## src/rtl/jtag_pkg.sv

```systemverilog
// Shared definitions for the JTAG TAP controller slice.
// State codes follow the IEEE 1149.1 encoding.
package jtag_pkg;

  typedef enum logic [3:0] {
    TLR     = 4'hF,
    RTI     = 4'hC,
    SEL_DR  = 4'h7,
    CAP_DR  = 4'h6,
    SH_DR   = 4'h2,
    EX1_DR  = 4'h1,
    PAU_DR  = 4'h3,
    EX2_DR  = 4'h0,
    UPD_DR  = 4'h5,
    SEL_IR  = 4'h4,
    CAP_IR  = 4'hE,
    SH_IR   = 4'hA,
    EX1_IR  = 4'h9,
    PAU_IR  = 4'hB,
    EX2_IR  = 4'h8,
    UPD_IR  = 4'hD
  } tap_state_e;

  localparam logic [7:0] DEFAULT_IR = 8'h01;

endpackage

```

## src/rtl/jtag_tap_controller_ir_mon.sv

```systemverilog
// IR scan monitor: counts Shift-IR edges per scan and
// flags scans whose length differs from IR_LEN.
module jtag_ir_scan_monitor
  import jtag_pkg::*;
#(
  parameter int IR_LEN = 8,
  parameter int CNT_W  = 8
) (
  input  logic             clk,
  input  logic             rst_n,
  input  logic [3:0]       state,
  output logic [CNT_W-1:0] ir_shift_count,
  output logic             ir_len_error
);

  localparam logic [CNT_W-1:0] LEN_C = CNT_W'(IR_LEN);

  always_ff @(posedge clk) begin
    if (!rst_n) begin
      ir_shift_count <= '0;
      ir_len_error   <= 1'b0;
    end else begin
      unique case (1'b1)
        (state == TLR),
        (state == CAP_IR): begin
          ir_shift_count <= '0;
          ir_len_error   <= 1'b0;
        end
        (state == SH_IR): begin
          if (ir_shift_count != '1)
            ir_shift_count <= ir_shift_count + 1'b1;
        end
        (state == UPD_IR): begin
          ir_len_error <= (ir_shift_count != LEN_C);
        end
        default: ;
      endcase
    end
  end

endmodule

```

## src/rtl/jtag_tap_controller.sv

```systemverilog
// IEEE 1149.1 TAP state machine with Moore strobe decode
// and an IR scan length monitor.
module jtag_tap_controller
  import jtag_pkg::*;
#(
  parameter int IR_LEN = 8,
  parameter int CNT_W  = 8
) (
  input  logic             clk,
  input  logic             rst_n,
  input  logic             tms,
  output logic [3:0]       state,
  output logic             test_logic_reset,
  output logic             capture_ir,
  output logic             shift_ir,
  output logic             update_ir,
  output logic             capture_dr,
  output logic             shift_dr,
  output logic             update_dr,
  output logic             tdo_en,
  output logic             tdo_sel_ir,
  output logic [CNT_W-1:0] ir_shift_count,
  output logic             ir_len_error
);

  tap_state_e state_q;
  tap_state_e state_d;

  always_comb begin
    state_d = state_q;
    unique case (state_q)
      TLR:    state_d = tms ? TLR    : RTI;
      RTI:    state_d = tms ? SEL_DR : RTI;
      SEL_DR: state_d = tms ? SEL_IR : CAP_DR;
      CAP_DR: state_d = tms ? EX1_DR : SH_DR;
      SH_DR:  state_d = tms ? EX1_DR : SH_DR;
      EX1_DR: state_d = tms ? UPD_DR : PAU_DR;
      PAU_DR: state_d = tms ? EX2_DR : PAU_DR;
      EX2_DR: state_d = tms ? UPD_DR : SH_DR;
      UPD_DR: state_d = tms ? SEL_DR : RTI;
      SEL_IR: state_d = tms ? TLR    : CAP_IR;
      CAP_IR: state_d = tms ? EX1_IR : SH_IR;
      SH_IR:  state_d = tms ? EX1_IR : SH_IR;
      EX1_IR: state_d = tms ? UPD_IR : PAU_IR;
      PAU_IR: state_d = tms ? EX2_IR : PAU_IR;
      EX2_IR: state_d = tms ? UPD_IR : SH_IR;
      UPD_IR: state_d = tms ? SEL_DR : RTI;
      default: state_d = TLR;
    endcase
  end

  always_ff @(posedge clk) begin
    if (!rst_n) state_q <= TLR;
    else        state_q <= state_d;
  end

  assign state            = state_q;
  assign test_logic_reset = (state_q == TLR);
  assign capture_ir       = (state_q == CAP_IR);
  assign shift_ir         = (state_q == SH_IR);
  assign update_ir        = (state_q == UPD_IR);
  assign capture_dr       = (state_q == CAP_DR);
  assign shift_dr         = (state_q == SH_DR);
  assign update_dr        = (state_q == UPD_DR);
  assign tdo_en           = shift_ir | shift_dr;

  // every IR-column state from Select-IR-Scan down to Update-IR
  assign tdo_sel_ir = (state_q == SEL_IR) | (state_q == CAP_IR)
                    | (state_q == SH_IR)  | (state_q == EX1_IR)
                    | (state_q == PAU_IR) | (state_q == EX2_IR)
                    | (state_q == UPD_IR);

  jtag_ir_scan_monitor #(
    .IR_LEN (IR_LEN),
    .CNT_W  (CNT_W)
  ) u_ir_mon (
    .clk            (clk),
    .rst_n          (rst_n),
    .state          (state_q),
    .ir_shift_count (ir_shift_count),
    .ir_len_error   (ir_len_error)
  );

endmodule

```

## config.mk

```make
export PLATFORM = sky130hd
export DESIGN_NAME = jtag_tap_controller
export DESIGN_NICKNAME = d
export VERILOG_FILES = /design/src/rtl/jtag_pkg.sv /design/src/rtl/jtag_tap_controller_ir_mon.sv /design/src/rtl/jtag_tap_controller.sv
export SDC_FILE = /design/constraint.sdc
export NUM_CORES = 1
export LEC_CHECK = 0
export CORE_MARGIN = 1.5
export CORE_UTILIZATION = 43
export CTS_BUF_LIST = sky130_fd_sc_hd__clkbuf_8
export DETAILED_ROUTE_END_ITERATION = 10
export PLACE_DENSITY = 0.87
export SYNTH_ARGS = -nofsm -noshare
export SYNTH_HDL_FRONTEND = slang
export SYNTH_SLANG_ARGS = --single-unit
```

## constraint.sdc

```tcl
create_clock -name clk -period 1.4 [get_ports clk]
set_clock_uncertainty 0.05 [all_clocks]
set_input_delay 0.21 -clock clk [delete_from_list [all_inputs] [get_ports clk]]
set_output_delay 0.21 -clock clk [all_outputs]
set_load 0.1 [all_outputs]
```

==> metrics.md, run 1 <==
| Metric | Value |
|---|---|
| Fraction of registers with async set/reset | 0% |
| Netlist cell types | 33 |
| Count of cells resized by post-cts repair | 12 |
| Error | [ERROR DPL-0033] detailed placement checks failed during check placement. |
| Yosys warns | 0 |
| Cts hold-fix bufs | 0 |
| Pre-CTS setup slack | -0.0995 ns |
| Die Y | roughly 47 um |
| Post-synth top flop | dfxtp_1 |
| Htree depth | 1 |
| Post-CTS Setup Bufs | 8 |
| Seq cells post-synth | 13 |
| Gate Count Post-Synth | between 100 and 150 |
| Top-level I/O count | 25 |
| Number of flops mapped to enable cells by yosys | 0 |
| Status | aborted with a tool error |
| Die width | approximately 47 um |
| CTS root buf | clkbuf_8 |
| Fail Step | clock tree synthesis (4_1_cts) |
| Num Clock Sinks | 13 |
| Sequential-to-total area share from yosys stat | between 30% and 40% |
| Avg Inst Size Synth | around 7.7 um^2 |
| Cell Area, Synth | ~840 um^2 |
| TritonCTS buffer count | 3 |
| Clock Path Buffers | 2 |
| Placer Congestion | ~0.92 |
| Standard-cell rows | 15 |
| Synth Net Count | 115 |
| Initial Util | between 40 and 50% |
| Detail Placement HPWL | around 2200 um |
| I/O Buffers | 24 |
| Placed insts | ~160 |
Yosys cell counts (all sizes together) (3+ instances only):
cell type,n,area share [%]
a211o,3,3.1
a21boi,3,2.7
a21oi,6,3.6
buf,4,2.7
dfxtp,13,31
inv,4,1.8
mux2i,5,5.9
nand2,16,7.1
nand2b,7,5.2
nand3,9,5.3
nor2,13,5.8
o21ai,7,4.6
metrics by stage:
stage / hold slack, ns / instance area (um^2)
after floorplan: 0.221 / 1080
after global placement: 0.451 / 1570
after detailed placement: 0.464 / 1570
cell families after synthesis:
| kind of cell | count (synthesis) | share of synthesized area (%) |
|---|---|---|
| DFF | 13 | 30.9 |
| and+or+nand+nor | 52 | 31.5 |
| AOI/OAI and AO/OA | 28 | 23.3 |
| buffers and inverters | 10 | 5.35 |
| muxes | 5 | 5.94 |
| adders and majority gates | 2 | 2.97 |
==> run 2: changes to the inputs <==
--- a/config.mk
+++ b/config.mk
@@ -5,11 +5,10 @@
 export SDC_FILE = /design/constraint.sdc
 export NUM_CORES = 1
 export LEC_CHECK = 0
-export CORE_MARGIN = 1.5
-export CORE_UTILIZATION = 43
-export CTS_BUF_LIST = sky130_fd_sc_hd__clkbuf_8
+export CORE_AREA = 2 2 63 65
 export DETAILED_ROUTE_END_ITERATION = 10
-export PLACE_DENSITY = 0.87
+export DIE_AREA = 0 0 65 67
+export PLACE_DENSITY_LB_ADDON = 0.15
 export SYNTH_ARGS = -nofsm -noshare
 export SYNTH_HDL_FRONTEND = slang
 export SYNTH_SLANG_ARGS = --single-unit
==> constraint.sdc (replaced) <==
create_clock -name clk -period 1.82 [get_ports clk]
set_clock_uncertainty 0.05 [all_clocks]
set_input_delay 0.273 -clock clk [delete_from_list [all_inputs] [get_ports clk]]
set_output_delay 0.273 -clock clk [all_outputs]
set_load 0.1 [all_outputs]
==> run 2 against run 1 <==
- the run now ends clean
- synthesized area did not move
- synthesized cell count did not move
==> metrics.md, run 2 <==
| Metric | Value |
|---|---|
| Fmax | 578 MHz |
| Seq cells post-synth | 13 (unchanged) |
| Num Clock Sinks | 13 (unchanged) |
| Initial Util | 23.4% (-24 points) |
| Power density over cell area | between 700 and 800 nW/um^2 |
| Gate Count Post-Synth | 110 (unchanged) |
| Detail Placement HPWL | 1630 um (-27%) |
| Worst-Margin Slew | about 0.38 ns |
| Kind of critical path | reg -> out |
| Simple-gate area share of the yosys netlist | 31.5% (unchanged) |
| Area growth syn-to-layout | 78.5% |
| VDD IR max | roughly 460 uV |
| Die area | between 4000 and 5000 um^2 |
| Top-level I/O count | 25 (unchanged) |
| Initial antenna violation count | 0 |
| Buffers and inverters on the worst path | 1 |
| Hold WS | about 0.45 ns |
| First-pass DRT Iterations | 4 |
| Fraction of registers with async set/reset | 0% (unchanged) |
| Most frequent cells after synthesis | 16 x nand2_1, 13 x dfxtp_1, 13 x nor2_1, 9 x nand3_1, 7 x nand2b_1 |
| Most frequent cells in the layout | 22 x buf_12, 16 x nand2_1, 9 x nand3_1 |
| Setup crit start kind | flop |
| Initial DRC count | 22 |
| Setup violators final | 0 |
| Min-delay worst type | reg -> reg |
| P_leak | around 0.00055 uW |
| I/O Buffers | 24 (unchanged) |
| Top-count cell post-synth | nand2_1 |
| Post-Route WL | 2110 um |
| PnR Total Power | about 1200 uW |
| Netlist cell types | 33 (unchanged) |
| GRT overflow | 0 |
| NumNets Final | 140 |
| Crit-path cells | nand2b_4 -> o21a_1 -> o21ai_4 -> buf_12 |
| Synth top area share | 30.9% (unchanged) |
| FF/Latch Area | between 200 and 300 um^2 |
| Final period utilization | ~95% |
| Synth Area in Adders | 2.97% (unchanged) |
| TritonCTS buffer count | 3 (unchanged) |
| Slowest stage delay, CP | between 0.4 and 0.5 ns |
| Multi-input logic area | 619 um^2 |
| Crit path time final | 1.73 ns |
| GRT Total Usage | between 10% and 20% |
| Max FFs per register | 8 |
| Number of flops mapped to enable cells by yosys | 0 (unchanged) |
| Slew Limit Headroom | roughly 74% |
| Clock latency on the worst-skew pair | 0.25 ns |
| Sequential-to-total area share from yosys stat | 30.9% (unchanged) |
| Cts hold-fix bufs | 0 (unchanged) |
| Cell Area, Synth | 842 um^2 (unchanged) |
| Htree depth | 1 (unchanged) |
| Commonest non-fill, non-tap cell in the layout | buf_12 |
| XOR/XNOR Fraction of Synth Area | 0% (unchanged) |
| Count of cells resized by post-cts repair | 0 (-12) |
| FILL cells | 368 |
| Die Y | 67 um (+42%) |
| Synth Net Count | 115 (unchanged) |
| Area leader, netlist | dfxtp_1 |
| Number of global-route vias before repair | roughly 810 |
| Fin cells | 182 |
| Placer Congestion | 0.724 (-22%) |
| CTS clk-pin slew, worst paths | 0.05 ns |
| Largest cells by area after synthesis | dfxtp_1 31%, nand2_1 7.1%, mux2i_1 5.9% |
| Slowest CP cell | dfxtp_4 |
| Final setup TNS | 0 ns |
| Avg Inst Size Synth | 7.66 um^2 (unchanged) |
| Top reg by flops | u_ir_mon.ir_shift_count |
| Core footprint | 3610 um^2 |
| Standard-cell rows | 22 (+7) |
| CTS tree | built |
| Hold Fails Final Rpt | 0 |
| Worst Setup End Kind | output pin |
| Synth Area in Compound Gates | 23.3% (unchanged) |
| Vias | just under 900 |
| Ant diodes | 0 |
| First-pass GRT wire length | 3660 um |
| Via density | 4.76 |
| RSZ-0062 raised after global routing | false |
| Slew Viols, Final | 0 |
| Yosys warns | 0 (unchanged) |
| Post-CTS Setup Bufs | 0 (-8) |
| CP Data Arrival Time | between 1 and 1.5 ns |
| Placed insts | 178 (+9.2%) |
| Die width | 65 um (+38%) |
| CTS root buf | clkbuf_8 |
| Worst path top cell family by delay | flip-flops |
| Multiplexer share of the synthesized area | 5.94% (unchanged) |
| Antenna Nets Post-Route | 0 |
| # Max-Cap Violations | 0 |
| Share of post-route cells with drive strength above 1 | around two fifths |
| Status | finished, final reports clean |
| Remaining DRCs | 0 |
| Worst Path Required | roughly 1.5 ns |
| Largest net degree at the start of global routing | 16 |
| Clock Path Buffers | 2 (unchanged) |
| Worst-path maximum fanout | 13 |
| WL/cell | between 10 and 15 um |
| Post-synth top flop | dfxtp_1 |
| Main combinational cell family by area after synthesis | simple AND/OR/NAND/NOR gates |
==> run 2: cell counts after synthesis <==
Identical to the previous run, type by type.
==> run 2: final cells by class <==
| cell class | instances | share of cell area (%) |
|---|---|---|
| Timing Repair Buffer | 26 | 31.6 |
| Inverter | 4 | 1.17 |
| Clock buffer | 4 | 3.00 |
| Sequential cell | 13 | 19.0 |
| Tap cell | 48 | 4.00 |
| Multi-Input combinational cell | 87 | 41.2 |
==> run 2: cell families after synthesis <==
logic type,count (synthesis)
compound gates,28
fa+ha+maj,2
buf+inv,10
flops,13
mux,5
simple gates,52
==> run 2: worst register-to-register path, delay by kind of cell (launching register included) <==
| kind | cells | cell delay, ns |
|---|---|---|
| AO/OA/AOI/OAI | 2 | 0.51 |
| flip-flops | 1 | 0.39 |
| adder cells (fa/ha/maj) | 1 | 0.26 |
| AND/OR/NAND/NOR | 1 | 0.13 |
| multiplexers | 1 | 0.13 |
==> run 2: per-stage QoR <==
stage | cell area, um^2 | util (%) | setup WS [ns]
final | 1500 | 41.7 | 0.0884
after global routing | 1500 | 41.7 | 0.0305
after CTS | 1500 | 41.7 | 0.0728
after detailed placement | 1460 | 40.4 | 0.267
after global placement | 1460 | 40.4 | 0.289
after floorplan | 977 | - | -0.195
==> run 2: power by group <==
part | switching [uW] | total (uW) | internal [uW] | leakage, uW
clock network | 109 | 264 | 155 | 0.0000228
logic | 368 | 573 | 204 | 0.000414
registers | 57.9 | 359 | 301 | 0.000110
total | 535 | 1200 | 660 | 0.000547
==> run 2: per-layer routing <==
| layer | global-route usage, % | wire length [um] |
|---|---|---|
| met1 | 13.4 | 937 |
| met2 | 17.7 | 1050 |
| met3 | 3.38 | 98 |
| met4 | 3.99 | 26 |
| met5 | 0 | 0 |
==> run 2: path summary, 6_finish.rpt <==
check / end / slack (ns) / depth (start not counted) / start
max: tdo_sel_ir / 0.09 / 4 / state[3]
min: u_ir_mon.ir_shift_count[7] / 0.45 / 2 / u_ir_mon.ir_shift_count[7]
max reg2reg: u_ir_mon.ir_shift_count[4] / 0.24 / 5 / u_ir_mon.ir_shift_count[0]
min reg2reg: u_ir_mon.ir_shift_count[7] / 0.45 / 2 / u_ir_mon.ir_shift_count[7]
Note: power is estimated with default switching activity, not from simulation.
==> run 3: changes to the inputs <==
--- a/config.mk
+++ b/config.mk
@@ -8,6 +8,7 @@
 export CORE_AREA = 2 2 63 65
 export DETAILED_ROUTE_END_ITERATION = 10
 export DIE_AREA = 0 0 65 67
+export DONT_BUFFER_PORTS = 1
 export PLACE_DENSITY_LB_ADDON = 0.15
 export SYNTH_ARGS = -nofsm -noshare
 export SYNTH_HDL_FRONTEND = slang
==> run 3 against run 2 <==
- sequential power shrank 5.6%
- design area down 13%
- flip-flop and latch count did not move
- combinational power fell by 6.1%
- utilization down 5.6 points
- power shrank 4.3%
- die area is the same
==> metrics.md, run 3 (synthesized netlist as in run 2, its figures left out) <==
| Metric | Value |
|---|---|
| Status | finished, final reports clean |
| GRT Total Usage | 10.5% (-0.37 points) |
| Setup crit start kind | flop |
| Top Metal Used | met3 |
| Count of cells resized by post-cts repair | 0 (unchanged) |
| Remaining DRCs | 0 (unchanged) |
| Num Clock Sinks | 13 (unchanged) |
| Worst path top cell family by delay | flip-flops |
| Hold WS | 0.0364 ns (-0.418 ns) |
| Slew Viols, Final | 0 (unchanged) |
| Antenna Nets Post-Route | 0 (unchanged) |
| Critical path destination | tdo_sel_ir |
| Worst-path maximum fanout | 9 (-4) |
| Fin util | 36.1% (-5.6 points) |
| R2r startpoint | u_ir_mon.ir_shift_count[0] |
| Worst Path Required | 1.50 ns (about the same) |
| Met1 WL | 931 um (-0.64%) |
| Cts hold-fix bufs | 0 (unchanged) |
| Htree depth | 1 (unchanged) |
| Commonest non-fill, non-tap cell in the layout | nand2_1 |
| Setup violators final | 0 (unchanged) |
| Kind of critical path | reg -> out |
| Detail Placement HPWL | 1670 um (+1.9%) |
| Standard-cell rows | 22 (unchanged) |
| NumNets Final | 137 (-2.1%) |
| CTS clk-pin slew, worst paths | 0.06 ns (about the same) |
| Number of global-route vias before repair | 800 (-0.62%) |
| Fmax | 591 MHz (+2.3%) |
| First-pass GRT wire length | 3550 um (-3.2%) |
| CP startpoint | state[3] |
| Slew Limit Headroom | 54.5% (-20 points) |
| Most frequent cells in the layout | 16 x nand2_1, 15 x buf_4, 9 x nand3_1 |
| Hold Fails Final Rpt | 0 (unchanged) |
| Worst Setup End Kind | output pin |
| Worst R2R Path Depth | 5 (unchanged) |
| Top-level I/O count | 25 (unchanged) |
| Via density | 4.77 (+0.27%) |
| Min-delay worst type | in -> reg |
| CTS root buf | clkbuf_8 |
| Post-CTS Setup Bufs | 0 (unchanged) |
| WHS Path Cells | 1 (-1) |
| Worst-Margin Slew | 0.680 ns (+0.296 ns) |
| Max FFs per register | 8 (unchanged) |
| PnR Total Power | 1140 uW (-4.3%) |
| TritonCTS buffer count | 3 (unchanged) |
| Dpl cell area | 1250 um^2 (-14%) |
| P_leak | 0.000483 uW (-12%) |
| Initial Util | 23.4% (unchanged) |
| Crit-path cells | nand2b_4 -> o21a_1 -> o21ai_4 -> buf_12 |
| # Max-Cap Violations | 0 (unchanged) |
| Power density over cell area | 880 nW/um^2 (+11%) |
| Die width | 65 um (unchanged) |
| Buffers and inverters on the worst path | 1 (unchanged) |
| Crit path time final | 1.69 ns (-0.0382 ns) |
| Worst r2r dst | u_ir_mon.ir_shift_count[3] |
| Ant diodes | 0 (unchanged) |
| Post-route cell area | 1300 um^2 (-13%) |
| RSZ-0062 raised after global routing | false |
| First-pass DRT Iterations | 4 (unchanged) |
| VDD IR max | 488 uV (+5.8%) |
| Pre-CTS setup slack | 0.237 ns (-0.0297 ns) |
| Die area | 4360 um^2 (unchanged) |
| Met3 WL | 113 um (+15%) |
| GRT overflow | 0 (unchanged) |
| Initial DRC count | 22 (unchanged) |
| Share of post-route cells with drive strength above 1 | 41.2% (+0.18 points) |
| CP Data Arrival Time | 1.37 ns (-0.04 ns) |
| CTS tree | built |
| Met2 wire len | 1090 um (+3.7%) |
| Setup ws final | 0.127 ns (+0.0382 ns) |
| Placer Congestion | 0.712 (-1.7%) |
| Core footprint | 3610 um^2 (unchanged) |
| Area growth syn-to-layout | 54.4% |
| Cell count along the critical path | 4 (unchanged) |
| WL/cell | 11.9 um (+2.7%) |
| Vias | 854 (-1.4%) |
| Clock Path Buffers | 2 (unchanged) |
| Clock latency on the worst-skew pair | 0.24 ns (about the same) |
| Post-Route WL | 2130 um (+1.0%) |
| Die Y | 67 um (unchanged) |
| Slowest stage delay, CP | 0.39 ns (-0.02 ns) |
| Final period utilization | 93.0% (-2.1 points) |
| Slowest CP cell | dfxtp_4 |
| Initial antenna violation count | 0 (unchanged) |
| Top reg by flops | u_ir_mon.ir_shift_count |
| I/O Buffers | 0 (-100%) |
| R2R setup slack | 0.23 ns (about the same) |
| Largest net degree at the start of global routing | 12 (-4) |
## run 3: per-stage QoR
stage | instances | setup TNS [ns]
3_3_place_gp | 175 | 0
2_1_floorplan | 110 | -0.269
4_1_cts | 179 | 0
3_5_place_dp | 175 | 0
5_1_grt | 179 | 0
6_report | 179 | 0
## run 3: worst reg2reg max path, cell delays in order, from the launching register on
cell	delay [ns]
dfxtp_2	0.33
buf_4	0.30
nand3_1	0.26
or2_1	0.28
o221ai_1	0.17
a21boi_1	0.08
## run 3: layer usage
metal,up-vias,track usage [%]
met5,-,0
met4,0,2.39
met3,0,3.55
met2,19,17.8
met1,403,12.8
li1,432,-
## run 3: worst min path at each step
| stage | start | end | slack (ns) |
|---|---|---|---|
| final | rst_n | state[3] | 0.04 |
| after global routing | rst_n | state[3] | 0.04 |
| after CTS | rst_n | state[3] | 0.03 |
| after detailed placement | rst_n | state[3] | 0.29 |
| after global placement | rst_n | state[3] | 0.29 |
| after floorplan | rst_n | state[3] | 0.28 |
## run 3: cell type report
cell class,instances,area [um^2]
clock buffers,4,45.0
fillers,381,2310
inverters,4,17.5
multi-input cells,87,619
flip-flops and latches,13,285
well taps,48,60.1
repair buffers,23,273
## run 3: where the power goes
part | switching, uW | internal, uW
Sequential | 38.0 | 301
Combinational | 376 | 162
Clock | 111 | 155
Total | 526 | 618
==> run 4: changes to the inputs <==
--- a/config.mk
+++ b/config.mk
@@ -5,6 +5,7 @@
 export SDC_FILE = /design/constraint.sdc
 export NUM_CORES = 1
 export LEC_CHECK = 0
+export ABC_AREA = 1
 export CORE_AREA = 2 2 63 65
 export DETAILED_ROUTE_END_ITERATION = 10
 export DIE_AREA = 0 0 65 67
==> run 4 against run 3 <==
- critical path depth up 2
- via count up 13%
- flip-flop and latch count unchanged
- design area up 5.5%
- global-route usage up 1.7 points
- wire length up 17%
- critical path type unchanged
==> metrics.md, run 4 <==
| Metric | Value |
|---|---|
| Number of flops mapped to enable cells by yosys | 0 (unchanged) |
| Hold Fails Final Rpt | 0 (unchanged) |
| Standard-cell rows | 22 (unchanged) |
| CTS clk-pin slew, worst paths | 0.06 ns (about the same) |
| Initial DRC count | 26 (+18%) |
| WL/cell | 11.7 um (-1.3%) |
| Netlist cell types | 24 (-27%) |
| Most frequent cells after synthesis | 32 x nor2_1, 23 x nand2_1, 17 x inv_1, 13 x dfxtp_1, 10 x nand3_1 |
| Clock Path Buffers | 2 (unchanged) |
| Post-Route WL | 2490 um (+17%) |
| Final period utilization | 95.3% (+2.3 points) |
| Largest net degree at the start of global routing | 11 (-1) |
| R2R setup slack | 0.35 ns (+0.12 ns) |
| # Max-Cap Violations | 0 (unchanged) |
| CTS tree | built |
| Clock latency on the worst-skew pair | 0.24 ns (about the same) |
| Cell Area, Synth | 890 um^2 (+5.6%) |
| RSZ-0062 raised after global routing | false |
| Slew Viols, Final | 0 (unchanged) |
| Final setup TNS | 0 ns (unchanged) |
| GRT overflow | 0 (unchanged) |
| Die width | 65 um (unchanged) |
| Placer Congestion | 0.857 (+20%) |
| Share of post-route cells with drive strength above 1 | 36.6% (-4.6 points) |
| CTS root buf | clkbuf_8 |
| I/O Buffers | 0 (unchanged) |
| Met3 global-route usage | 3.38% (-0.17 points) |
| Kind of critical path | reg -> out |
| TritonCTS buffer count | 3 (unchanged) |
| Hold WS | 0.104 ns (+0.0672 ns) |
| First-pass DRT Iterations | 4 (unchanged) |
| Status | finished, final reports clean |
| Commonest non-fill, non-tap cell in the layout | nor2_1 |
| Vias | 963 (+13%) |
| Initial Util | 24.7% (+1.3 points) |
| Most frequent cells in the layout | 27 x nor2_1, 23 x nand2_1, 16 x inv_1 |
| Top-level I/O count | 25 (unchanged) |
| Dpl cell area | 1320 um^2 (+5.3%) |
| Antenna Nets Post-Route | 0 (unchanged) |
| Slowest stage delay, CP | 0.38 ns (about the same) |
| Seq cells post-synth | 13 (unchanged) |
| Htree depth | 1 (unchanged) |
| Post-route cell area | 1370 um^2 (+5.5%) |
| Worst path top cell family by delay | flip-flops |
| Buffers and inverters on the worst path | 2 (+1) |
| Largest cells by area after synthesis | dfxtp_1 29%, nor2_1 14%, nand2_1 9.7% |
| Grt met2 use | 21.9% (+4.1 points) |
| Synth top area share | 29.3% (-1.7 points) |
| Max FFs per register | 8 (unchanged) |
| Remaining DRCs | 0 (unchanged) |
| Crit-path cells | inv_4 -> nand2_8 -> a21oi_1 -> nor2_1 -> o21ai_4 -> buf_12 |
| Worst Path Required | 1.50 ns (about the same) |
| GRT Total Usage | 12.2% (+1.7 points) |
| Min-delay worst type | in -> reg |
| Top reg by flops | u_ir_mon.ir_shift_count |
| Setup crit start kind | flop |
| Fraction of registers with async set/reset | 0% (unchanged) |
| Detail Placement HPWL | 2010 um (+21%) |
| Busiest grt layer | met2 |
| Setup violators final | 0 (unchanged) |
| Num Clock Sinks | 13 (unchanged) |
| Post-synth top flop | dfxtp_1 |
| Ant diodes | 0 (unchanged) |
| Initial antenna violation count | 0 (unchanged) |
| Gate Count Post-Synth | 139 (+26%) |
| NumNets Final | 170 (+24%) |
| Area growth syn-to-layout | 54.1% |
| Avg Inst Size Synth | 6.40 um^2 (-16%) |
| Fmax | 577 MHz (-2.4%) |
| Number of global-route vias before repair | 914 (+14%) |
| Die area | 4360 um^2 (unchanged) |
| Synth Net Count | 144 (+25%) |
| Sequential-to-total area share from yosys stat | 29.3% (-1.7 points) |
| Die Y | 67 um (unchanged) |
| CP Data Arrival Time | 1.41 ns (+0.04 ns) |
| Worst-path maximum fanout | 9 (unchanged) |
| Crit path time final | 1.73 ns (+0.0410 ns) |
| Worst-Margin Slew | 0.319 ns (-0.361 ns) |
| Met1 track demand over resource | 13.6% (+0.84 points) |
| Via density | 4.54 (-4.8%) |
| Slowest CP cell | dfxtp_4 |
| Top-count cell post-synth | nor2_1 |
| First-pass GRT wire length | 4080 um (+15%) |
| Worst Setup End Kind | output pin |
| Area leader, netlist | dfxtp_1 |
| Slew Limit Headroom | 78.7% (+24 points) |
| Core footprint | 3610 um^2 (unchanged) |
| Yosys warns | 0 (unchanged) |
## run 4: changes by cell type after synthesis, moves of 4 or more
cell	change
inv_1	+15
mux2i_1	-5
nand2_1	+7
nand2b_1	-7
nor2_1	+19
o21ai_0	+4
## run 4: final cells by class
type | count | area (um^2)
inverter | 19 | 73.8
multi-input combinational | 105 | 636
sequential | 13 | 284
timing repair buffer | 23 | 273
tap | 48 | 60.1
clock buffer | 4 | 45.0
fill | 394 | 2230
## run 4: routing by layer
layer	routed length (um)	up-vias
met5	0	-
met4	43	0
met3	134	4
met2	1250	20
met1	1070	441
li1	-	498
## run 4: through the flow
| stage | setup WS (ns) | cells | utilization (%) |
|---|---|---|---|
| 2_1_floorplan | -0.121 | 139 | - |
| 3_3_place_gp | 0.323 | 208 | 36.6 |
| 3_5_place_dp | 0.322 | 208 | 36.6 |
| 4_1_cts | 0.0532 | 212 | 37.9 |
| 5_1_grt | 0.00109 | 212 | 38.0 |
| 6_report | 0.0857 | 212 | 38.0 |
## run 4: logic make-up after synthesis
| kind of cell | after synthesis | share of synthesized area (%) |
|---|---|---|
| compound gates | 22 | 14.2 |
| xor+xnor | 1 | 0.985 |
| fa+ha+maj | 2 | 2.81 |
| buf+inv | 21 | 10.1 |
| flops | 13 | 29.3 |
| simple gates | 80 | 42.6 |
## run 4: repair_timing
action,4_1_cts,5_1_grt
setup endpoints to repair,0,1
hold buffers,0,0
gates resized for setup,0,1
buffers inserted,0,0
## run 4: worst register-to-register path: stages, from the launching register on
cell     delay, ns
dfxtp_2       0.33
buf_4         0.31
inv_1         0.13
nor2_1        0.18
nand2_1       0.08
nand2_1       0.07
nand3_1       0.06
nor2_1        0.10
nor2_1        0.05
nor2_1        0.07
## run 4: path summary, 6_finish.rpt
| path | startpoint | endpoint | cells past startpoint |
|---|---|---|---|
| max | state[0] | tdo_sel_ir | 6 |
| min | rst_n | u_ir_mon.ir_shift_count[6] | 2 |
| max reg2reg | u_ir_mon.ir_shift_count[0] | u_ir_mon.ir_shift_count[7] | 9 |
| min reg2reg | u_ir_mon.ir_len_error | u_ir_mon.ir_len_error | 2 |
Power of run 4 is not shown: default switching activity piles up to over one toggle a cycle in this logic, so the estimate is an artifact.
